## config.mk

```make
export PLATFORM = sky130hd
export DESIGN_NAME = noc_output_arbiter
export DESIGN_NICKNAME = d
export VERILOG_FILES = /design/src/rtl/noc_output_arbiter.sv
export SDC_FILE = /design/constraint.sdc
export NUM_CORES = 1
export LEC_CHECK = 0
export ABC_AREA = 0
export ABC_CLOCK_PERIOD_IN_PS = 6700
export BUFFER_PORTS_ARGS = -buffer_cell sky130_fd_sc_hd__buf_2
export CAP_MARGIN = 20
export CORE_UTILIZATION = 51
export CTS_CLUSTER_DIAMETER = 120
export CTS_CLUSTER_SIZE = 40
export DETAILED_ROUTE_END_ITERATION = 10
export GPL_TIMING_DRIVEN = 0
export HOLD_SLACK_MARGIN = 0.05
export PLACE_DENSITY = 0.9
export SYNTH_ARGS = -nofsm -noshare
export SYNTH_HDL_FRONTEND = slang
export SYNTH_SLANG_ARGS = --single-unit
```

## constraint.sdc

```tcl
create_clock -name clk -period 6.7 [get_ports clk]
set_input_delay 0.335 -clock clk [delete_from_list [all_inputs] [get_ports clk]]
set_output_delay 0.335 -clock clk [all_outputs]
set_load 0.05 [all_outputs]
```

## src/rtl/noc_output_arbiter.sv

```systemverilog
// Per-output-port wormhole switch allocator: round-robin head arbitration, grant held
// from head to tail, and a single registered output stage with valid/ready handshake.
module noc_output_arbiter #(
   parameter int N         = 5,
   parameter int DataWidth = 32,
   parameter int CntWidth  = 16
) (
   input  logic                          clk,
   input  logic                          rst_n,
   input  logic [N-1:0]                  req_valid,
   input  logic [N-1:0]                  req_head,
   input  logic [N-1:0]                  req_tail,
   input  logic [N-1:0][DataWidth-1:0]   req_data,
   output logic [N-1:0]                  req_ready,
   output logic [N-1:0]                  grant,
   output logic                          out_valid,
   output logic [DataWidth-1:0]          out_data,
   input  logic                          out_ready,
   output logic                          locked,
   output logic [CntWidth-1:0]           pkt_count
);

   localparam int PtrW = (N > 1) ? $clog2(N) : 1;
   localparam logic [PtrW-1:0] LAST_IDX = PtrW'(N - 1);
   localparam logic [0:0] STATE_IDLE   = 1'b0;
   localparam logic [0:0] STATE_LOCKED = 1'b1;

   // Handshake: a flit moves on a side when its valid and ready are both high in
   // the same cycle; valid never depends on ready.
   logic [0:0]            state_q, state_d;
   logic [N-1:0]          grant_q, grant_d;
   logic [PtrW-1:0]       ptr_q, ptr_d;
   logic                  out_valid_q, out_valid_d;
   logic [DataWidth-1:0]  out_data_q, out_data_d;
   logic [CntWidth-1:0]   pkt_count_q, pkt_count_d;

   logic [N-1:0]          cand;
   logic [N-1:0]          win_oh;
   logic                  win_found;
   logic [PtrW-1:0]       gidx;
   logic                  stage_free;
   logic                  in_xfer;
   int                    idx;

   assign cand = req_valid & req_head;

   // First head candidate scanning upward from the priority pointer, wrapping at N.
   always_comb begin
      win_found = 1'b0;
      win_oh    = '0;
      idx       = 0;
      for (int k = 0; k < N; k++) begin
         idx = int'(ptr_q) + k;
         if (idx >= N) idx = idx - N;
         if (!win_found && cand[idx]) begin
            win_found   = 1'b1;
            win_oh[idx] = 1'b1;
         end
      end
   end

   always_comb begin
      gidx = '0;
      for (int i = 0; i < N; i++) begin
         if (grant_q[i]) gidx = PtrW'(i);
      end
   end

   assign stage_free = !out_valid_q || out_ready;
   assign req_ready  = grant_q & {N{stage_free}};
   assign in_xfer    = |(req_valid & req_ready);

   always_comb begin
      state_d     = state_q;
      grant_d     = grant_q;
      ptr_d       = ptr_q;
      out_valid_d = out_valid_q;
      out_data_d  = out_data_q;
      pkt_count_d = pkt_count_q;

      if (in_xfer) begin
         out_data_d  = req_data[gidx];
         out_valid_d = 1'b1;
      end else if (out_ready) begin
         out_valid_d = 1'b0;
      end

      case (state_q)
         STATE_IDLE: begin
            if (win_found) begin
               grant_d = win_oh;
               state_d = STATE_LOCKED;
            end
         end
         default: begin
            if (in_xfer && req_tail[gidx]) begin
               grant_d     = '0;
               state_d     = STATE_IDLE;
               ptr_d       = (gidx == LAST_IDX) ? '0 : gidx + PtrW'(1);
               pkt_count_d = pkt_count_q + CntWidth'(1);
            end
         end
      endcase
   end

   always_ff @(posedge clk or negedge rst_n) begin
      if (!rst_n) begin
         state_q     <= STATE_IDLE;
         grant_q     <= '0;
         ptr_q       <= '0;
         out_valid_q <= 1'b0;
         out_data_q  <= '0;
         pkt_count_q <= '0;
      end else begin
         state_q     <= state_d;
         grant_q     <= grant_d;
         ptr_q       <= ptr_d;
         out_valid_q <= out_valid_d;
         out_data_q  <= out_data_d;
         pkt_count_q <= pkt_count_d;
      end
   end

   assign grant     = grant_q;
   assign locked    = (state_q == STATE_LOCKED);
   assign out_valid = out_valid_q;
   assign out_data  = out_data_q;
   assign pkt_count = pkt_count_q;

endmodule

```

Word level (Yosys, flattened, before mapping)
Cells that the tools add are included.
{ "op_classes": {"n_mux": 57, "n_eq_ne": 2, "add_sub_neg": 11, "n_reduce_logical": 21, "n_bitwise": 7, "n_lt_le_gt_ge": 16} }
{ "ops": {"columns": ["cell", "count"], "rows": [
  ["32-bit 2-to-1 mux", 6],
  ["32-bit by 1-bit greater-or-equal comparator with 1-bit output (second input constant)", 5],
  ["32-bit by 5-bit < comparator with 1-bit output (second input constant)", 5],
  ["32-bit binary-select mux with 3-bit select", 1],
  ["5-bit 2-to-1 mux", 8],
  ["1-bit 2-to-1 mux", 27],
  ["5-bit bitwise OR", 4],
  ["4-bit by 3-bit subtractor with 5-bit output (second input constant)", 4],
  ["1-bit binary-select mux with 3-bit select", 6],
  ["16-bit by 1-bit adder with 16-bit output (second input constant)", 1],
  ["4-bit by 3-bit greater-or-equal comparator with 1-bit output (second input constant)", 4],
  ["5-bit AND", 3],
  ["1-bit demux with 3-bit select", 5],
  ["3-bit 2-to-1 mux", 4],
  ["1-bit logical AND", 10],
  ["3-bit by 2-bit adder with 4-bit output (second input constant)", 2],
  ["1-bit zero test", 5],
  ["5-bit OR reduction", 1],
  ["3-bit by 1-bit adder with 4-bit output (second input constant)", 1],
  ["3-bit by 3-bit adder with 4-bit output (second input constant)", 1],
  ["3-bit by 4-bit < comparator with 1-bit output (second input constant)", 1],
  ["2-bit AND reduction", 2],
  ["2-bit nonzero test", 2],
  ["3-bit by 3-bit subtractor with 4-bit output (second input constant)", 1],
  ["5 further kinds", 5]
]} }
{ "totals": {"out_inout_bits": 60, "word_cells": 120, "ff_bits": 58, "in_bits": 178} }

Logic depth before layout (Yosys ltp)
Gate-level depths: netlist of the first run.
{ "depth": {"ltp_word": 20, "mapped_depth": 15, "ltp_nobuf": 12} }

Worst setup path after synthesis of the first run
No wires, ideal clock.
{ "synth_timing": {"path_type": "reg2reg", "start": "register ptr_q[0]", "end": "register grant_q[1], in the netlist grant[1]", "arrival_ns": 3.608, "slack_ns": 3.010, "n_path_buf": 3, "stages_incl_launch_ff": 15, "synth_period_minus_slack_ns": 3.690, "setup_ns": 0.082, "required_ns": 6.618, "cell_sequence": "dfrtp_1 > buf_4 > inv_2 > buf_2 > ha_1 > ha_1 > buf_2 > o21ba_2 > o21ba_2 > a311o_1 > a32oi_2 > nand4_2 > or3_1 > or4_1 > a31oi_1"} }
{ "synth_between": {"elab_chain_len": 20, "elab_cells_between_ends": 85, "cone_classes": "9 x add/sub; 15 x order compare; 42 x mux; 4 x bitwise; 15 x reduce/logical"} }
{ "synth_rtl": {"columns": ["item", "line_no", "source"], "rows": [
  ["start: declaration", "32", "logic [PtrW-1:0] ptr_q, ptr_d;"],
  ["start signal: assignment", "117", "ptr_q <= ptr_d;"],
  ["parallel branches: the longest is 20 deep, another holds 32-bit by 1-bit greater-or-equal comparator with 1-bit output", null, null],
  ["end signal: assignment", "116", "grant_q <= grant_d;"],
  ["end: declaration", "31", "logic [N-1:0] grant_q, grant_d;"]
]} }
Parallel ways; which one is timed is not known. The select of a mux whose other input is x is not followed.
A chain may end at the register's enable or synchronous reset.

Worst setup path in the final report of the first run
{ "layout_timing": {"start": "register ptr_q[2]", "end": "register grant_q[1], in the netlist grant[1]"} }
The elaborated chain is that of the path after synthesis.

==> flow_summary.ini, run 1 <==
[synthesis]
synth_edf_count = 0
synth-seq-cells = 58
ys_warn_count = 0
yosysSeqAreaShare = 0.300
async_reset_ff_frac = 1.00
synth.distinct_cells = 66
syn_inst = 623
ys_dominant_reg_cell = dfrtp_1
avgSynthCellArea_sq_um = 7.77
syn_area_sq_um = 4840
synth_nets = 815

[clock_network]
h-tree-depth = 3
post_cts_buffers = 0
cts_tree = done
cts_buffer_depth = 2
cts_buffers = 9
holdBufCountCts = 0
cts-root-buf = clkbuf_8
clk_latency_ns = 0.34
cts.sinks = 58
cts_resized = 0
clk_pin_slew_worst_paths_ns = 0.08

[power_and_ir_drop]
power_density_nw_per_um2 = 574
worst_ir_drop_vdd_uv = 341
leakage_nw = 3.24

[detailed_routing]
wirelength_um = 19100
viasPerCell = 6.07
firstDrtPassIters = 5
drtIter0Drc = 477
antenna_left = 0
wl_per_cell_um = 19.0
route.detailed.drc = 0
vias = 6099

[place]
gp_congestion = 1.01
dpl.hpwl_um = 14900
port_buffers = 237
pre_cts_ws_ns = 2.42

[timing]
hold_viol = 0
setup_violations = 0
min_period_over_period = 0.646
fmax_ghz = 0.231
timing.slew.headroom = 0.465
rsz0062_at_grt = false
tightest_slew_ns = 0.803
finClkSkew_ns = 0.0113
setup_ws_ns = 2.37
period_needed_ns = 4.33
setup_tns_ns = 0
drv_slew = 0

[critical_path]
cp.arrival_ns = 4.58
cp_max_fo = 10
r2r_start = ptr_q[2]
r2r_slack_ns = 2.37
cp.required_ns = 6.96
ff2ff_path_depth = 13
cp-start-kind = register
path_class = register to register
worstSetupEndpointType = register
r2r_end = grant[1]

[global_routing]
grt_use_total = 0.374
grt_pass1_wl_um = 28400
grt_overflow = 0
grt_max_degree = 35
grt_pass1_vias = 5378
antenna_found_initial = 1

[layout]
nets = 1064
fillers = 802
areaGrowthSynthToFinish_pct = 32.4
antenna_cells = 0
layout-drive-gt1-share = 0.314

[die]
initial_utilization = 0.524
ios = 238
die_x_um = 99.5
die_y_um = 99.5
die_area_sq_um = 9890
fp-row-count = 35
core_sq_um = 9240

[worst_hold_path]
hp-class = primary input to async pin

[flow_run]
cap_violations = 0

[run_status]
outcome = completed
-- per-stage QoR --
stage / cell area (sq um) / hold slack [ns] / cells / total power [W] / util
after floorplan: 4840 / 0.0394 / 623 / 0.00257 / -
after global placement: 6190 / 0.453 / 989 / 0.00322 / 0.670
after detailed placement: 6210 / 0.455 / 990 / 0.00326 / 0.672
after CTS: 6410 / 0.0958 / 1005 / 0.00362 / 0.694
after global routing: 6410 / 0.124 / 1005 / 0.00389 / 0.694
final: 6410 / 0.0798 / 1005 / 0.00368 / 0.694
-- layout make-up --
type	instances	area [sq um]	area share
Buffer	46	195	0.0304
Clock buffer	13	169	0.0263
Clock inverter	2	35.0	0.00546
Inverter	13	48.8	0.00761
Multi-Input combinational cell	506	3150	0.491
Sequential cell	58	1450	0.226
Tap cell	129	161	0.0252
Timing Repair Buffer	238	1210	0.188
-- critical path: stages, from the launching register on --
cell       delay (ns)
dfrtp_1          0.43
buf_6            0.17
clkbuf_1         0.38
inv_1            0.26
ha_1             0.41
a211oi_1         0.31
mux2i_1          0.62
o211ai_1         0.18
o2bb2ai_1        0.16
and3_1           0.17
buf_2            0.16
or3_1            0.37
or4_1            0.47
a31oi_1          0.17
-- worst max path at each step --
stage               cells past startpoint  slack [ns]  endpoint     start
finish                                 13        2.37  grant[1]  ptr_q[2]
global route                           13        2.06  grant[0]  ptr_q[2]
CTS                                    13        2.41  grant[1]  ptr_q[2]
global placement                       13        2.45  grant[1]  ptr_q[2]
detailed placement                     13        2.42  grant[1]  ptr_q[2]
floorplan                              14        3.01  grant[1]  ptr_q[0]
-- cell families after synthesis --
family	Yosys count	share of synthesized area
DFF	58	0.300
adders and majority gates	14	0.0377
AOI/OAI and AO/OA	218	0.308
buffers and inverters	59	0.0504
muxes	20	0.0426
and+or+nand+nor	236	0.229
xor gates and xnor gates	18	0.0325
-- sequential cells by signal, indices dropped and copies added, names as in the netlist --
signal and cells:
pkt_count 16, grant 5, out_data 32, out_valid 1, ptr_q 3, locked 1
-- report_power, final --
group / switching (W) / internal, W
Sequential: 0.000126 / 0.000499
Clock: 0.000151 / 0.000200
Combinational: 0.00185 / 0.000854
Total: 0.00213 / 0.00155
-- synthesized netlist by cell type (5+ instances only) --
library cell	count	area (sq um)
nor3b_1	5	37.5
and3_1	5	31.3
o21ai_0	32	160
ha_1	13	163
a21oi_1	52	260
nor2b_1	11	68.8
xnor2_1	11	96.3
nor3_1	8	40.0
nand2b_1	9	56.3
a311oi_1	25	219
nand2_1	90	338
inv_1	11	41.3
buf_2	6	30.0
nand3_1	16	80.1
xor2_1	7	61.3
o31ai_1	6	45.0
nor2_1	58	218
clkbuf_1	32	120
dfrtp_1	58	1450
buf_1	5	18.8
mux2i_1	17	170
nor4_1	6	37.5
or3_1	5	31.3
a21o_1	29	218
o22ai_1	28	175
and2_1	6	37.5
-- cell usage in the layout, fill, tap and decap left out, drive strengths merged, types with 11 or more instances in the layout --
cell type,Yosys,final
clkbuf,32,45
mux2i,18,18
o21ai,32,32
dfrtp,58,58
nor2b,11,11
nand3,16,16
nand2,90,90
nor2,58,58
a311oi,25,25
a21o,29,29
a21oi,53,53
inv,12,12
buf,14,252
xnor2,11,11
ha,13,13
o22ai,29,29
-- per-layer routing --
layer	track usage	vias up	part of all wire
met5	0	-	0.00068
met4	0.122	2	0.036
met3	0.0738	59	0.11
met2	0.598	425	0.45
met1	0.508	2821	0.40
li1	-	2792	-
Power figures use the tool's default switching activity.
==> run 2, diff against run 1 <==
Settings changed: ABC_CLOCK_PERIOD_IN_PS 6700 to 4400, CORE_UTILIZATION 51 to 47, PLACE_DENSITY 0.9 to 0.84.
Clock period 6.7 ns to 4.4 ns, I/O delays scaled along.
==> run 2 against run 1 <==
Power grew 52%. Count of clock-buffer cells in the layout shrank 3. Wire length shrank 3.5%. Maximum frequency grew 1.1%. Global-route usage shrank 3.0 points. Via count shrank 1.9%. Combinational power grew 53%. Non-clock buffer count grew 1. Final cell count grew 0.60%.
==> flow_summary.ini, run 2 (same netlist as run 1, synthesis figures left out) <==
[run_status]
outcome = completed

[place]
place_area_sq_um = 6220
port_buffers = 237
gp_congestion = 1.01
dpl.hpwl_um = 14300

[critical_path]
crit_family = simple AND/OR/NAND/NOR gates
worstSetupEndpointType = register
cp.required_ns = 4.67
cp.arrival_ns = 4.54
cpPeakStageDelay_ns = 0.56
critPathBufInv = 4
path_cells = buf_4 -> inv_2 -> buf_2 -> ha_1 -> ha_1 -> buf_2 -> o21ba_2 -> o21ba_2 -> a311o_1 -> a32oi_2 -> nand4_2 -> or3_1 -> or4_1 -> a31oi_1
path_class = register to register
cp-start-kind = register
cp_max_fo = 12
cp_slowest_cell = dfrtp_1

[worst_hold_path]
hp-class = primary input to register

[power_and_ir_drop]
power_density_nw_per_um2 = 866
worst_ir_drop_vdd_uv = 461
leakage_nw = 3.24

[detailed_routing]
vias = 5984
firstDrtPassIters = 6
wl_per_cell_um = 18.2
viasPerCell = 5.92
drtIter0Drc = 743
antenna_left = 0
route.detailed.drc = 0
wirelength_um = 18400

[layout]
utilization = 0.652
largest_reg_flops = 32
nets = 1065
design_area_sq_um = 6440
final_cell_mix = buf_2, nand2_1, nor2_1, dfrtp_1, a21oi_1
final_common_cell = buf_2
antenna_cells = 0
layout-drive-gt1-share = 0.319
areaGrowthSynthToFinish_pct = 32.9

[global_routing]
grt_overflow = 0
grt_pass1_vias = 5596
grt_max_degree = 40
grt_pass1_wl_um = 29200
antenna_found_initial = 1
grt_use_total = 0.344

[die]
die_y_um = 104
initial_utilization = 0.491
core_sq_um = 9860
fp-row-count = 36
die_x_um = 104
die_area_sq_um = 10700
ios = 238

[timing]
setup_violations = 0
timing.slew.headroom = 0.355
drv_slew = 0
period_needed_ns = 4.28
min_period_over_period = 0.972
finClkSkew_ns = 0.0108
fmax_ghz = 0.234
tightest_slew_ns = 0.960
hold_viol = 0

[clock_network]
cts_tree = done
cts-root-buf = clkbuf_8
cts.sinks = 58
clk_pin_slew_worst_paths_ns = 0.07
clk_latency_ns = 0.35
cts_buffer_depth = 2
h-tree-depth = 3
cts_buffers = 9

[flow_run]
cap_violations = 0
run 2: through the flow:
step | instances | hold WS, ns | TNS, ns | power, W | worst slack, ns
floorplan | 623 | -0.0756 | 0 | 0.00392 | 0.710
global placement | 993 | 0.454 | 0 | 0.00491 | 0.204
detailed placement | 994 | 0.187 | 0 | 0.00496 | 0.187
CTS | 1011 | 0.158 | 0 | 0.00546 | 0.168
global route | 1011 | 0.169 | -0.0381 | 0.00595 | -0.0239
finish | 1011 | 0.153 | 0 | 0.00558 | 0.121
run 2: what timing repair did:
item                                    4_1_cts  5_1_grt
endpoints found under the setup margin        0        5
gates resized for setup                       0        6
hold buffers                                  1        0
buffers inserted                              0        0
endpoints found under the hold margin        19        0
run 2: cell type report:
type / count / area, sq um
buffer: 46 / 196
clock buffer: 10 / 128
clock inverter: 6 / 57.6
fill: 886 / 3430
inverter: 13 / 48.8
multi-input combinational: 506 / 3170
sequential: 58 / 1450
tap: 133 / 166
timing repair buffer: 239 / 1220
run 2: path summary, 6_finish.rpt:
kind                               start       endpoint  slack [ns]  cells after the start
max in group asynchronous          rst_n    out_data[2]        3.49                      3
min in group asynchronous          rst_n  pkt_count[13]        0.34                      2
setup / recovery                ptr_q[0]       grant[1]        0.12                     14
hold reg to reg              out_data[8]    out_data[8]        0.47                      1
setup reg to reg                ptr_q[0]       grant[1]        0.12                     14
hold / removal             req_data[157]   out_data[29]        0.15                      3
run 2: per-layer routing:
metal | vias to the layer above | track usage | routed length (um) | share of wire
met5 | - | 0 | 0 | 0
met3 | 53 | 0.0610 | 1620 | 0.088
met1 | 2795 | 0.445 | 7530 | 0.41
met2 | 344 | 0.564 | 8600 | 0.47
met4 | 0 | 0.145 | 647 | 0.035
li1 | 2792 | - | - | -
run 2: worst reg2reg max path, delay by kind of cell (launching register included):
family / cells / cell delay, ns
flip-flops: 1 / 0.56
AND/OR/NAND/NOR: 3 / 1.18
adder cells (fa/ha/maj): 2 / 0.59
AO/OA/AOI/OAI: 5 / 1.12
buffers and inverters: 4 / 0.73
run 2: power by group:
group / total (W) / switching (W) / leakage, nW / internal [W]
registers: 0.000947 / 0.000188 / 0.723 / 0.000759
clock network: 0.000488 / 0.000231 / 0.0958 / 0.000258
logic: 0.00414 / 0.00283 / 2.42 / 0.00131
total: 0.00558 / 0.00325 / 3.24 / 0.00233
